### src/rtl/ava_pixel_fetch.sv
`default_nettype none
// ============================================================================
// Module  : ava_pixel_fetch
// Brief   : VRAM frame scanner, 1/2/4/8 bpp palette or 32 bpp direct -> 24b stream
// Revision: 1.0  initial release
// ============================================================================
module ava_pixel_fetch #(
    parameter int H_RES           = 640,
    parameter int V_RES           = 480,
    parameter int VRAM_ADDR_WIDTH = 17,
    parameter int PRAM_ADDR_WIDTH = 8
) (
    input  logic                       clk,
    input  logic                       reset_n,
    input  logic                       enable,
    input  logic [2:0]                 bpp_sel,
    input  logic [VRAM_ADDR_WIDTH-1:0] frame_base,
    output logic [VRAM_ADDR_WIDTH-1:0] vram_a,
    output logic                       vram_en,
    input  logic [31:0]                vram_d,
    output logic [PRAM_ADDR_WIDTH-1:0] pram_a,
    output logic                       pram_en,
    input  logic [31:0]                pram_d,
    output logic [23:0]                out_pixel,
    output logic                       out_valid,
    input  logic                       out_ready,
    output logic                       out_sof,
    output logic                       out_eol,
    output logic                       frame_done
);

    localparam int c_xw = (H_RES > 1) ? $clog2(H_RES) : 1;
    localparam int c_yw = (V_RES > 1) ? $clog2(V_RES) : 1;
    localparam int c_aw = VRAM_ADDR_WIDTH;

    typedef enum logic [1:0] {
        S_IDLE  = 2'd0,
        S_RUN   = 2'd1,
        S_DRAIN = 2'd2
    } state_t;

    state_t state_q, state_d;

    logic [1:0]      bpp_log_q;
    logic            mode32_q;
    logic [c_aw-1:0] stride_q, line_base_q, word_idx_q;
    logic [c_xw-1:0] x_q;
    logic [c_yw-1:0] y_q;
    logic [4:0]      sub_q;

    logic            s1_valid_q, s1_new_q, s1_sof_q, s1_eol_q;
    logic [4:0]      s1_sub_q;
    logic [31:0]     word_q;
    logic            s2_valid_q, s2_sof_q, s2_eol_q;
    logic [23:0]     s2_direct_q;
    logic            out_valid_q, out_sof_q, out_eol_q;
    logic [23:0]     out_pixel_q;

    logic            adv, issue, x_last, y_last, sub_last, pipe_empty;
    logic [4:0]      sub_max;
    logic [1:0]      sel_log;
    logic            sel_m32;
    logic [c_aw-1:0] sel_stride;
    logic [31:0]     w_word, w_shifted;
    logic [4:0]      w_shamt;
    logic [7:0]      w_mask, w_field;
    logic            w_unused;

    assign adv        = ~out_valid_q | out_ready;
    assign issue      = (state_q == S_RUN) & adv;
    assign x_last     = (x_q == c_xw'(H_RES - 1));
    assign y_last     = (y_q == c_yw'(V_RES - 1));
    assign sub_last   = (sub_q == sub_max);
    assign pipe_empty = ~s1_valid_q & ~s2_valid_q & ~out_valid_q;

    // Decode of the depth select; unsupported codes fall back to 8 bpp.
    always_comb begin
        sel_log    = 2'd3;
        sel_m32    = 1'b0;
        sel_stride = c_aw'(H_RES / 4);
        case (bpp_sel)
            3'd0:    begin sel_log = 2'd0; sel_stride = c_aw'(H_RES / 32); end
            3'd1:    begin sel_log = 2'd1; sel_stride = c_aw'(H_RES / 16); end
            3'd2:    begin sel_log = 2'd2; sel_stride = c_aw'(H_RES / 8);  end
            3'd4:    begin sel_m32 = 1'b1; sel_stride = c_aw'(H_RES);      end
            default: ;
        endcase
    end

    always_comb begin
        sub_max = 5'd0;
        if (!mode32_q) begin
            case (bpp_log_q)
                2'd0:    sub_max = 5'd31;
                2'd1:    sub_max = 5'd15;
                2'd2:    sub_max = 5'd7;
                default: sub_max = 5'd3;
            endcase
        end
    end

    always_comb begin
        state_d = state_q;
        case (state_q)
            S_IDLE:  if (enable) state_d = S_RUN;
            S_RUN:   if (adv && x_last && y_last) state_d = S_DRAIN;
            S_DRAIN: if (pipe_empty) state_d = S_IDLE;
            default: state_d = S_IDLE;
        endcase
    end

    always_ff @(posedge clk or negedge reset_n) begin
        if (!reset_n) begin
            state_q     <= S_IDLE;
            bpp_log_q   <= 2'd0;
            mode32_q    <= 1'b0;
            stride_q    <= '0;
            line_base_q <= '0;
            word_idx_q  <= '0;
            x_q         <= '0;
            y_q         <= '0;
            sub_q       <= '0;
        end else begin
            state_q <= state_d;
            if (state_q == S_IDLE && enable) begin
                bpp_log_q   <= sel_log;
                mode32_q    <= sel_m32;
                stride_q    <= sel_stride;
                line_base_q <= frame_base;
                word_idx_q  <= '0;
                x_q         <= '0;
                y_q         <= '0;
                sub_q       <= '0;
            end else if (issue) begin
                if (x_last) begin
                    x_q         <= '0;
                    y_q         <= y_q + 1'b1;
                    sub_q       <= '0;
                    word_idx_q  <= '0;
                    line_base_q <= line_base_q + stride_q;
                end else begin
                    x_q <= x_q + 1'b1;
                    if (sub_last) begin
                        sub_q      <= '0;
                        word_idx_q <= word_idx_q + c_aw'(1);
                    end else begin
                        sub_q <= sub_q + 5'd1;
                    end
                end
            end
        end
    end

    // S1: a fresh VRAM word is only on vram_d for the first pixel of that word.
    assign w_word    = s1_new_q ? vram_d : word_q;
    assign w_shamt   = s1_sub_q << bpp_log_q;
    assign w_shifted = w_word >> w_shamt;

    always_comb begin
        case (bpp_log_q)
            2'd0:    w_mask = 8'h01;
            2'd1:    w_mask = 8'h03;
            2'd2:    w_mask = 8'h0F;
            default: w_mask = 8'hFF;
        endcase
    end

    assign w_field  = w_shifted[7:0] & w_mask;
    assign w_unused = ^{pram_d[31:24], w_shifted[31:8], w_word[31:24]};

    always_ff @(posedge clk or negedge reset_n) begin
        if (!reset_n) begin
            s1_valid_q  <= 1'b0;
            s1_new_q    <= 1'b0;
            s1_sof_q    <= 1'b0;
            s1_eol_q    <= 1'b0;
            s1_sub_q    <= '0;
            word_q      <= '0;
            s2_valid_q  <= 1'b0;
            s2_sof_q    <= 1'b0;
            s2_eol_q    <= 1'b0;
            s2_direct_q <= '0;
            out_valid_q <= 1'b0;
            out_sof_q   <= 1'b0;
            out_eol_q   <= 1'b0;
            out_pixel_q <= '0;
        end else if (adv) begin
            s1_valid_q <= issue;
            s1_new_q   <= issue & (sub_q == 5'd0);
            s1_sof_q   <= issue & (x_q == '0) & (y_q == '0);
            s1_eol_q   <= issue & x_last;
            s1_sub_q   <= sub_q;
            if (s1_valid_q) begin
                word_q <= w_word;
            end
            s2_valid_q  <= s1_valid_q;
            s2_sof_q    <= s1_valid_q & s1_sof_q;
            s2_eol_q    <= s1_valid_q & s1_eol_q;
            s2_direct_q <= w_word[23:0];
            out_valid_q <= s2_valid_q;
            out_sof_q   <= s2_valid_q & s2_sof_q;
            out_eol_q   <= s2_valid_q & s2_eol_q;
            if (s2_valid_q) begin
                out_pixel_q <= mode32_q ? s2_direct_q : pram_d[23:0];
            end
        end
    end

    assign vram_a     = line_base_q + word_idx_q;
    assign vram_en    = issue & (sub_q == 5'd0);
    assign pram_a     = PRAM_ADDR_WIDTH'(w_field);
    assign pram_en    = adv & s1_valid_q & ~mode32_q;
    assign out_pixel  = out_pixel_q;
    assign out_valid  = out_valid_q;
    assign out_sof    = out_sof_q;
    assign out_eol    = out_eol_q;
    assign frame_done = (state_q == S_DRAIN) & pipe_empty;

endmodule
`default_nettype wire

### config.mk
export PLATFORM = sky130hd
export DESIGN_NAME = ava_pixel_fetch
export DESIGN_NICKNAME = d
export VERILOG_FILES = /design/src/rtl/ava_pixel_fetch.sv
export SDC_FILE = /design/constraint.sdc
export NUM_CORES = 1
export LEC_CHECK = 0
export CAP_MARGIN = 20
export CELL_PAD_IN_SITES_DETAIL_PLACEMENT = 1
export CELL_PAD_IN_SITES_GLOBAL_PLACEMENT = 2
export CORE_ASPECT_RATIO = 0.6
export CORE_UTILIZATION = 38
export CTS_BUF_LIST = sky130_fd_sc_hd__clkbuf_4
export CTS_CLUSTER_DIAMETER = 40
export CTS_CLUSTER_SIZE = 28
export DETAILED_ROUTE_END_ITERATION = 10
export PLACE_DENSITY_LB_ADDON = 0.1
export SYNTH_ARGS = -nofsm -noshare
export SYNTH_HDL_FRONTEND = slang
export SYNTH_SLANG_ARGS = --single-unit
### constraint.sdc
create_clock -name clk -period 5.6 [get_ports clk]
set_input_delay 1.12 -clock clk [delete_from_list [all_inputs] [get_ports clk]]
set_output_delay 1.12 -clock clk [all_outputs]
set_load 0.01 [all_outputs]
=== Yosys cells after proc, flatten, opt, wreduce, memory -nomap -nowiden ===
Cells that the tools add are included.

* Register bits: 175
* Latch bits: 0
* Bits in writable memories: 0
* Memory bits (read-only): 0
* Input bits: 88
* Memories: 0

* $add $sub $neg: 6
* Multiply operators: 0
* Divide/modulo/power cells: 0
* $lt $le $gt $ge: 0
* Equality and inequality tests: 13
* Shift operators: 2
* Mux-type cells: 29
* Bitwise operators: 20
* Reduce and logical (&&, ||, !) cells: 17

{| class="wikitable"
|+ Operators by type and width
! kind !! number
|-
| two-way mux 17 bit || 7
|-
| case mux 10 bit (4 select lines) || 1
|-
| adder 17 bit || 2
|-
| two-way mux 32 bit || 1
|-
| right shift 32 x 5 -> 8 bit || 1
|-
| two-way mux 10 bit || 3
|-
| two-way mux 9 bit || 3
|-
| two-way mux 5 bit || 5
|-
| two-way mux 24 bit || 1
|-
| case mux 8 bit (3 select lines) || 1
|-
| adder 17 x 1 -> 17 bit (second input constant) || 1
|-
| case mux 5 bit (3 select lines) || 1
|-
| AND 1 bit || 14
|-
| case mux 2 bit (3 select lines) || 2
|-
| adder 10 x 1 -> 10 bit (second input constant) || 1
|-
| equality test 10 bit (second input constant) || 1
|-
| logical NOT 10 bit || 1
|-
| adder 9 x 1 -> 9 bit (second input constant) || 1
|-
| equality test 9 bit (second input constant) || 1
|-
| logical NOT 9 bit || 1
|-
| AND 8 bit || 1
|-
| AND reduction 2 bit || 4
|-
| two-way mux 2 bit || 3
|-
| adder 5 x 1 -> 5 bit (second input constant) || 1
|-
| 19 further kinds || 29
|}

=== Depth between registers and ports, before layout ===
Gate-level depths: netlist of run 1.

* Depth after elaboration: 8
* Gate-level depth with buffers: 9
* Mapped depth without buffers: 9

=== Worst setup path before layout of run 1 ===
Ideal clock, no wire load.

* Path kind: register -> output
* Start point: register word_idx_q[0]
* End point: output vram_a[16]
* Arrival: 2.364 ns
* Data required time: 4.480 ns
* Path slack: 2.116 ns
* Cell stages (with the launch flop): 9
* Path through: dfrtp_1 -> ha_1 -> fa_1 -> a21oi_1 -> o21ai_0 -> o31a_1 -> nor4_1 -> nor3_1 -> nor3_1

* Longest elaborated chain between the ends: 1

{| class="wikitable"
|+ Ends and longest elaborated chain
! what !! RTL line !! text
|-
| from (decl) || 46 || <nowiki>logic [c_aw-1:0] stride_q, line_base_q, word_idx_q;</nowiki>
|-
| from (signal assigned) || 145 || <nowiki>word_idx_q <= word_idx_q + c_aw'(1);</nowiki>
|-
| adder 17 bit || 209 || <nowiki>assign vram_a = line_base_q + word_idx_q;</nowiki>
|-
| to (decl) || 18 || <nowiki>output logic [VRAM_ADDR_WIDTH-1:0] vram_a,</nowiki>
|}

No other way between the ends.

=== Worst setup path after layout of run 1 ===
* Start point: register bpp_log_q[0]
* End point: output pram_a[4]

* Longest elaborated chain between the ends: 3
* Elaborated cells on any way between the ends: 7

{| class="wikitable"
|+ Ends and longest elaborated chain
! what !! RTL line !! text
|-
| from (decl) || 44 || <nowiki>logic [1:0] bpp_log_q;</nowiki>
|-
| from (signal assigned) || 126 || <nowiki>bpp_log_q <= sel_log;</nowiki>
|-
| << shifter 5 x 2 -> 5 bit, or another cell as far along || 156 || <nowiki>assign w_shamt = s1_sub_q << bpp_log_q;</nowiki>
|-
| right shift 32 x 5 -> 8 bit / case mux 8 bit (3 select lines) (equally long branches) || 157, 160 ||
|-
| AND 8 bit * || 168 || <nowiki>assign w_field = w_shifted[7:0] & w_mask;</nowiki>
|-
| to (decl) || 21 || <nowiki>output logic [PRAM_ADDR_WIDTH-1:0] pram_a,</nowiki>
|}

Every way passes the cells marked *; elsewhere a longest branch is shown, timed or not.

==> results of run 1 <==
## worst register-to-register path, delay by kind of cell, from the launching register on
kind	cells	cell delay (ns)
AO/OA/AOI/OAI	4	1.54
flip-flops	1	0.46
AND/OR/NAND/NOR	2	1.37
## path summary, 6_finish.rpt
kind	from	end	slack, ns	cells past startpoint
worst min register to register	s2_sof_q	s2_sof_q	0.48	2
worst max-delay path	bpp_log_q[0]	pram_a[4]	0.39	9
worst min-delay path	s2_sof_q	s2_sof_q	0.48	2
min in group asynchronous	reset_n	out_pixel[13]	0.52	1
max in group asynchronous	reset_n	bpp_log_q[0]	3.88	2
worst max register to register	state_q[1]	word_idx_q[10]	2.15	6
## power groups by stage
stage	sequential, mW	combinational [mW]	clock [mW]
3_5_place_dp	2.04	3.19	0
4_1_cts	2.01	3.21	0.654
3_3_place_gp	2.02	3.10	0
2_1_floorplan	1.89	2.00	0
6_report	2.02	3.21	0.619
5_1_grt	2.08	3.54	0.695
## metal layers
layer,share of wire [%],up-vias,wire [µm],global-route usage [%]
li1,-,4204,-,-
met1,58,4301,18100,40.6
met5,0,-,0,0
met2,37,151,11700,31.3
met3,3.8,17,1200,4.35
met4,0.75,0,235,4.22
## stage by stage
| stage | std cells | hold WS [ns] | util (%) | instance area, µm² | setup slack [ns] |
|---|---|---|---|---|---|
| after floorplan | 1109 | 0.438 | - | 9990 | 2.12 |
| after global placement | 1555 | 0.449 | 45.7 | 11700 | 0.609 |
| after detailed placement | 1556 | 0.455 | 45.7 | 11700 | 0.704 |
| after CTS | 1588 | 0.487 | 46.6 | 11900 | 0.323 |
| after global routing | 1589 | 0.506 | 46.6 | 11900 | 0.0963 |
| final | 1589 | 0.480 | 46.6 | 11900 | 0.389 |
## sequential cells by signal (all words and copies together) (netlist names)
name and flops:
s1_valid_q 1, out_eol 1, s1_new_q 1, y_q 9, s2_valid_q 1, out_pixel 24
word_q 32, word_idx_q 17, state_q 2, out_sof 1, s1_sub_q 5, s2_eol_q 1
line_base_q 17, s1_eol_q 1, out_valid 1, s2_direct_q 24, s2_sof_q 1, stride_q 7
x_q 10, s1_sof_q 1, sub_q 5, bpp_log_q 2
## cells in the mapped netlist, types with 23 or more instances
cell type / number / area share [%]
nand2_1: 118 / 4.4
nor2_1: 152 / 5.7
xnor2_1: 23 / 2.0
ha_1: 30 / 3.8
a21oi_1: 109 / 5.5
o21ai_0: 42 / 2.1
mux2i_1: 119 / 12
dfrtp_1: 164 / 41
nand3_1: 35 / 1.8
clkbuf_1: 35 / 1.3
inv_1: 25 / 0.94
## cell families (layout without fill, tap and decap cells)
| group | Yosys count | after routing | synth area share (%) |
|---|---|---|---|
| muxes | 130 | 130 | 13.4 |
| AOI/OAI and AO/OA | 249 | 249 | 15.3 |
| buffers and inverters | 88 | 215 | 3.78 |
| adders and majority gates | 32 | 32 | 4.16 |
| DFF | 164 | 164 | 41.1 |
| and+or+nand+nor | 407 | 407 | 18.8 |
| other | 0 | 1 | 0 |
| xor gates and xnor gates | 39 | 39 | 3.42 |
## layout make-up
| cell class | count | area [µm²] | share of cell area, % |
|---|---|---|---|
| antenna | 1 | 2.50 | 0.0210 |
| inverter | 25 | 93.8 | 0.788 |
| clock inverter | 15 | 90.1 | 0.756 |
| clock buffer | 17 | 128 | 1.07 |
| tap | 352 | 440 | 3.70 |
| multi-input combinational | 857 | 5530 | 46.4 |
| timing repair buffer | 158 | 1520 | 12.8 |
| sequential | 164 | 4110 | 34.5 |
==> metrics.txt, run 1 <==
via count=8673; delay of the slowest cell on the worst path=0.61 ns; number of remaining DRC errors=0; Row Count=45; number of port buffers=134; Final Hold Vio Count=0; clk_skew=0.0250 ns; most frequent cells in the layout=163 x dfrtp_1, 151 x nor2_1, 133 x clkdlybuf4s50_1; Starting DRT DRC Count=536; async set or reset register ratio after synthesis=100%; Area growth, synth to finish=19.3%; number of detailed-routing iterations run before antenna repair=5; DPL Wire Length=23.5 mm; number of top-level pins=143; final setup violation count=0; critical path required time=4.48 ns; worst ir drop on vdd=0.246 mV; source-to-sink clock delay at the later pin of the worst-skew pair=0.61 ns; cell family with the largest share of critical-path delay=buffers and inverters; number of buffers on the longest clock path=2; starting density of the core=39.1%; post-synthesis instance area=9990 µm²; final total power=5.85 mW; number of buffers added by the clock tree synthesis step=17; number of distinct library cells after synthesis=71; sequential area share after synthesis=41.1%; global routing usage summed across all routing layers=24.2%; largest fanout on the critical path=32; Hold Crit Class=flop to flop; floorplan die width=211 µm; ratio of cells with drive above 1 in the final layout=6.47%; maxcap violations=0; clock root cell=clkbuf_4; mean number of vias per cell=5.46; via count of the first global-routing pass=8663; status=finished, final reports clean; Reg power frac=34.6%; core box area=25600 µm²; Post-Syn Instances=1109; global placer's final weighted congestion=0.842; clock sink count=164; initial antenna violation count=1; worst path cell trace=nor3b_4 -> buf_4 -> mux2i_1 -> mux2i_1 -> mux2i_1 -> a21oi_1 -> a2111oi_0 -> buf_4 -> clkdlybuf4s50_1; unrepaired setup endpoints after global routing=no; cell mode on critical path=mux2i_1; die boundary height=128 µm; Primary FF master, synth=dfrtp_1; deepest level of the CTS H-tree=4; syn_nets=1229; number of gates resized after CTS=0; TritonCTS clock tree=yes; area of the die=27000 µm²; number of synthesized flops with an enable pin=0; number of pins with negative max-slew slack in the final report=0; internal power=3.17 mW; post-CTS setup repair buffer count=0; type of destination of the critical path=output port; clock transition at the registers of the reported paths=0.13 ns; final worst path period need=5.21 ns; fin nets=1343; signal arrival time at the worst endpoint=4.09 ns; Slew HR=33.3%; clock share of power=10.6%; FF+latch count, synth=164; power density over cell area=491 nW/µm²; post-route ant nets=0; Synth Area per Inst=9.01 µm²; Slew @ Worst Pin=0.994 ns; critical path launch point type=flop; most common cell after layout, fill and taps aside=dfrtp_1; Avg WL per Cell=19.7 µm; sum of buffers and inverters on the critical path=3; fill cell instance count of the final layout=3025; total congestion overflow after global routing=0; highest-delay cell along the critical path=dfrtp_1; switching power of the nets=2.68 mW; pin count of the biggest net entering global routing=79; total leakage power=4.89 nW; critical path type=flop to output port; sum of negative setup slack=0 ns; period utilisation layout=93.1%; hold buffers post-CTS=0; number of warnings printed during yosys synthesis=0; first-pass GRT wire length=50.3 mm; wirelength, routed=31.3 mm; combinational share of power=54.9%; highest clock rate=0.192 GHz; fraction of power spent switching nets=45.8%
Note: power is estimated with default switching activity, not from simulation.
==> run 2: changes to the inputs <==
--- a/config.mk
+++ b/config.mk
@@ -9,6 +9,7 @@
 export CELL_PAD_IN_SITES_DETAIL_PLACEMENT = 1
 export CELL_PAD_IN_SITES_GLOBAL_PLACEMENT = 2
 export CORE_ASPECT_RATIO = 0.6
+export CORE_MARGIN = 2
 export CORE_UTILIZATION = 38
 export CTS_BUF_LIST = sky130_fd_sc_hd__clkbuf_4
 export CTS_CLUSTER_DIAMETER = 40
==> metrics.txt, run 2 (synthesized netlist as in run 1, its figures left out) <==
global routing usage summed across all routing layers=23.3%; via count of the first global-routing pass=8393; hold buffers post-CTS=0; unrepaired setup endpoints after global routing=no; initial antenna violation count=2; DPL Wire Length=23.4 mm; period utilisation layout=93.0%; worst flop-to-flop path startpoint=state_q[1]; fin nets=1343; Row Count=45; global placer's final weighted congestion=0.849; number of remaining DRC errors=0; number of pins with negative max-slew slack in the final report=0; sum of buffers and inverters on the critical path=1; total congestion overflow after global routing=0; clk_skew=0.0317 ns; Final Hold Vio Count=0; cell family with the largest share of critical-path delay=compound AO/OA/AOI/OAI gates; starting density of the core=39.1%; number of flip-flops under the largest register name=32; floorplan die width=213 µm; final setup violation count=0; mean number of vias per cell=5.45; maxcap violations=0; signal arrival time at the worst endpoint=4.09 ns; Area growth, synth to finish=19.8%; number of gates resized after CTS=0; deepest level of the CTS H-tree=4; first-pass GRT wire length=48.9 mm; post-CTS setup repair buffer count=0; die boundary height=130 µm; status=finished, final reports clean; clock sink count=164; number of port buffers=134; Non-Filler Cell Area, Final=12000 µm²; delay of the slowest cell on the worst path=0.72 ns; number of buffers on the longest clock path=2; ratio of cells with drive above 1 in the final layout=6.80%; final worst path period need=5.21 ns; number of detailed-routing iterations run before antenna repair=5; Starting DRT DRC Count=542; power density over cell area=496 nW/µm²; Slew HR=31.9%; highest clock rate=0.192 GHz; via count=8662; slack of the worst reg-to-reg path=2.19 ns; area of the die=27600 µm²; total placed instance area=11700 µm²; Hold Crit Class=input port to asynchronous set/reset pin; pin count of the biggest net entering global routing=70; largest fanout on the critical path=5; type of destination of the critical path=output port; Avg WL per Cell=19.6 µm; number of top-level pins=143; critical path type=flop to output port; core box area=25600 µm²; TritonCTS clock tree=yes; wirelength, routed=31.2 mm; highest-delay cell along the critical path=a2111oi_0; critical path launch point type=flop; critical path required time=4.48 ns; number of cell instances on the worst register-to-register path=6; worst path cell trace=ha_1 -> fa_1 -> a21oi_1 -> o211ai_1 -> a2111oi_0 -> o41ai_1 -> a21oi_1 -> xnor2_1 -> clkdlybuf4s50_1; most frequent cells in the layout=163 x dfrtp_1, 151 x nor2_1, 133 x clkdlybuf4s50_1; endpoint of the worst register-to-register path=word_idx_q[10]; cell mode on critical path=a21oi_1; total leakage power=4.92 nW; worst ir drop on vdd=0.236 mV; source-to-sink clock delay at the later pin of the worst-skew pair=0.66 ns; number of buffers added by the clock tree synthesis step=17; Slew @ Worst Pin=1.01 ns; most common cell after layout, fill and taps aside=dfrtp_1; clock transition at the registers of the reported paths=0.15 ns; post-route ant nets=0; sum of negative setup slack=0 ns; clock root cell=clkbuf_4; largest reg by FF count=word_q
run 2: cell types whose count changed in the layout (fill, tap and decap cells not counted):
cell,previous run,this run
clkinv_2,3,4
clkbuf_4,17,18
diode_2,1,3
clkinvlp_4,2,1
inv_8,1,0
inv_6,1,2
mux2i_4,1,0
mux2i_2,0,1
clkinv_4,2,3
clkinv_1,6,1
bufinv_16,0,2
run 2: how the worst max path moves through the flow:
stage | start | end | slack (ns) | cells past startpoint
after floorplan | word_idx_q[0] | vram_a[16] | 2.12 | 8
after global placement | vram_d[5] | pram_a[3] | 0.75 | 8
after detailed placement | vram_d[3] | pram_a[3] | 0.76 | 7
after CTS | word_idx_q[0] | vram_a[10] | 0.40 | 9
after global routing | word_idx_q[0] | vram_a[10] | 0.16 | 9
final | word_idx_q[0] | vram_a[10] | 0.39 | 9
run 2: through the flow:
| step | util, % | setup WS (ns) | hold WS (ns) | cells | power [mW] |
|---|---|---|---|---|---|
| finish | 46.8 | 0.392 | 0.459 | 1590 | 5.94 |
| global route | 46.8 | 0.161 | 0.445 | 1590 | 6.41 |
| CTS | 46.8 | 0.397 | 0.456 | 1587 | 5.97 |
| detailed placement | 45.7 | 0.764 | 0.460 | 1556 | 5.22 |
| global placement | 45.7 | 0.752 | 0.452 | 1556 | 5.14 |
| floorplan | - | 2.12 | 0.438 | 1109 | 3.89 |
run 2: power by group:
group	internal, mW	total [mW]	switching (mW)
clock network	0.267	0.730	0.463
registers	1.59	2.01	0.423
logic	1.41	3.20	1.79
run 2: metal layers:
layer	GRT usage, %	wire length, µm
met1	39.2	17900
met2	29.7	11900
met3	4.80	1210
met4	3.84	189
met5	0	0
run 2: layout make-up:
class | count | area (µm²)
clock inverters | 13 | 135
flip-flops and latches | 164 | 4110
inverters | 25 | 93.8
multi-input cells | 857 | 5520
fillers | 3054 | 13600
well taps | 352 | 440
clock buffers | 18 | 135
diodes | 3 | 7.51
repair buffers | 158 | 1520
run 2: worst register-to-register path, cell delays in order, from the launching register on:
cell	delay, ns
dfrtp_1	0.44
or3b_2	0.73
o21ai_1	0.61
nand2_2	0.62
a21oi_1	0.59
o22ai_1	0.13
a21o_1	0.21
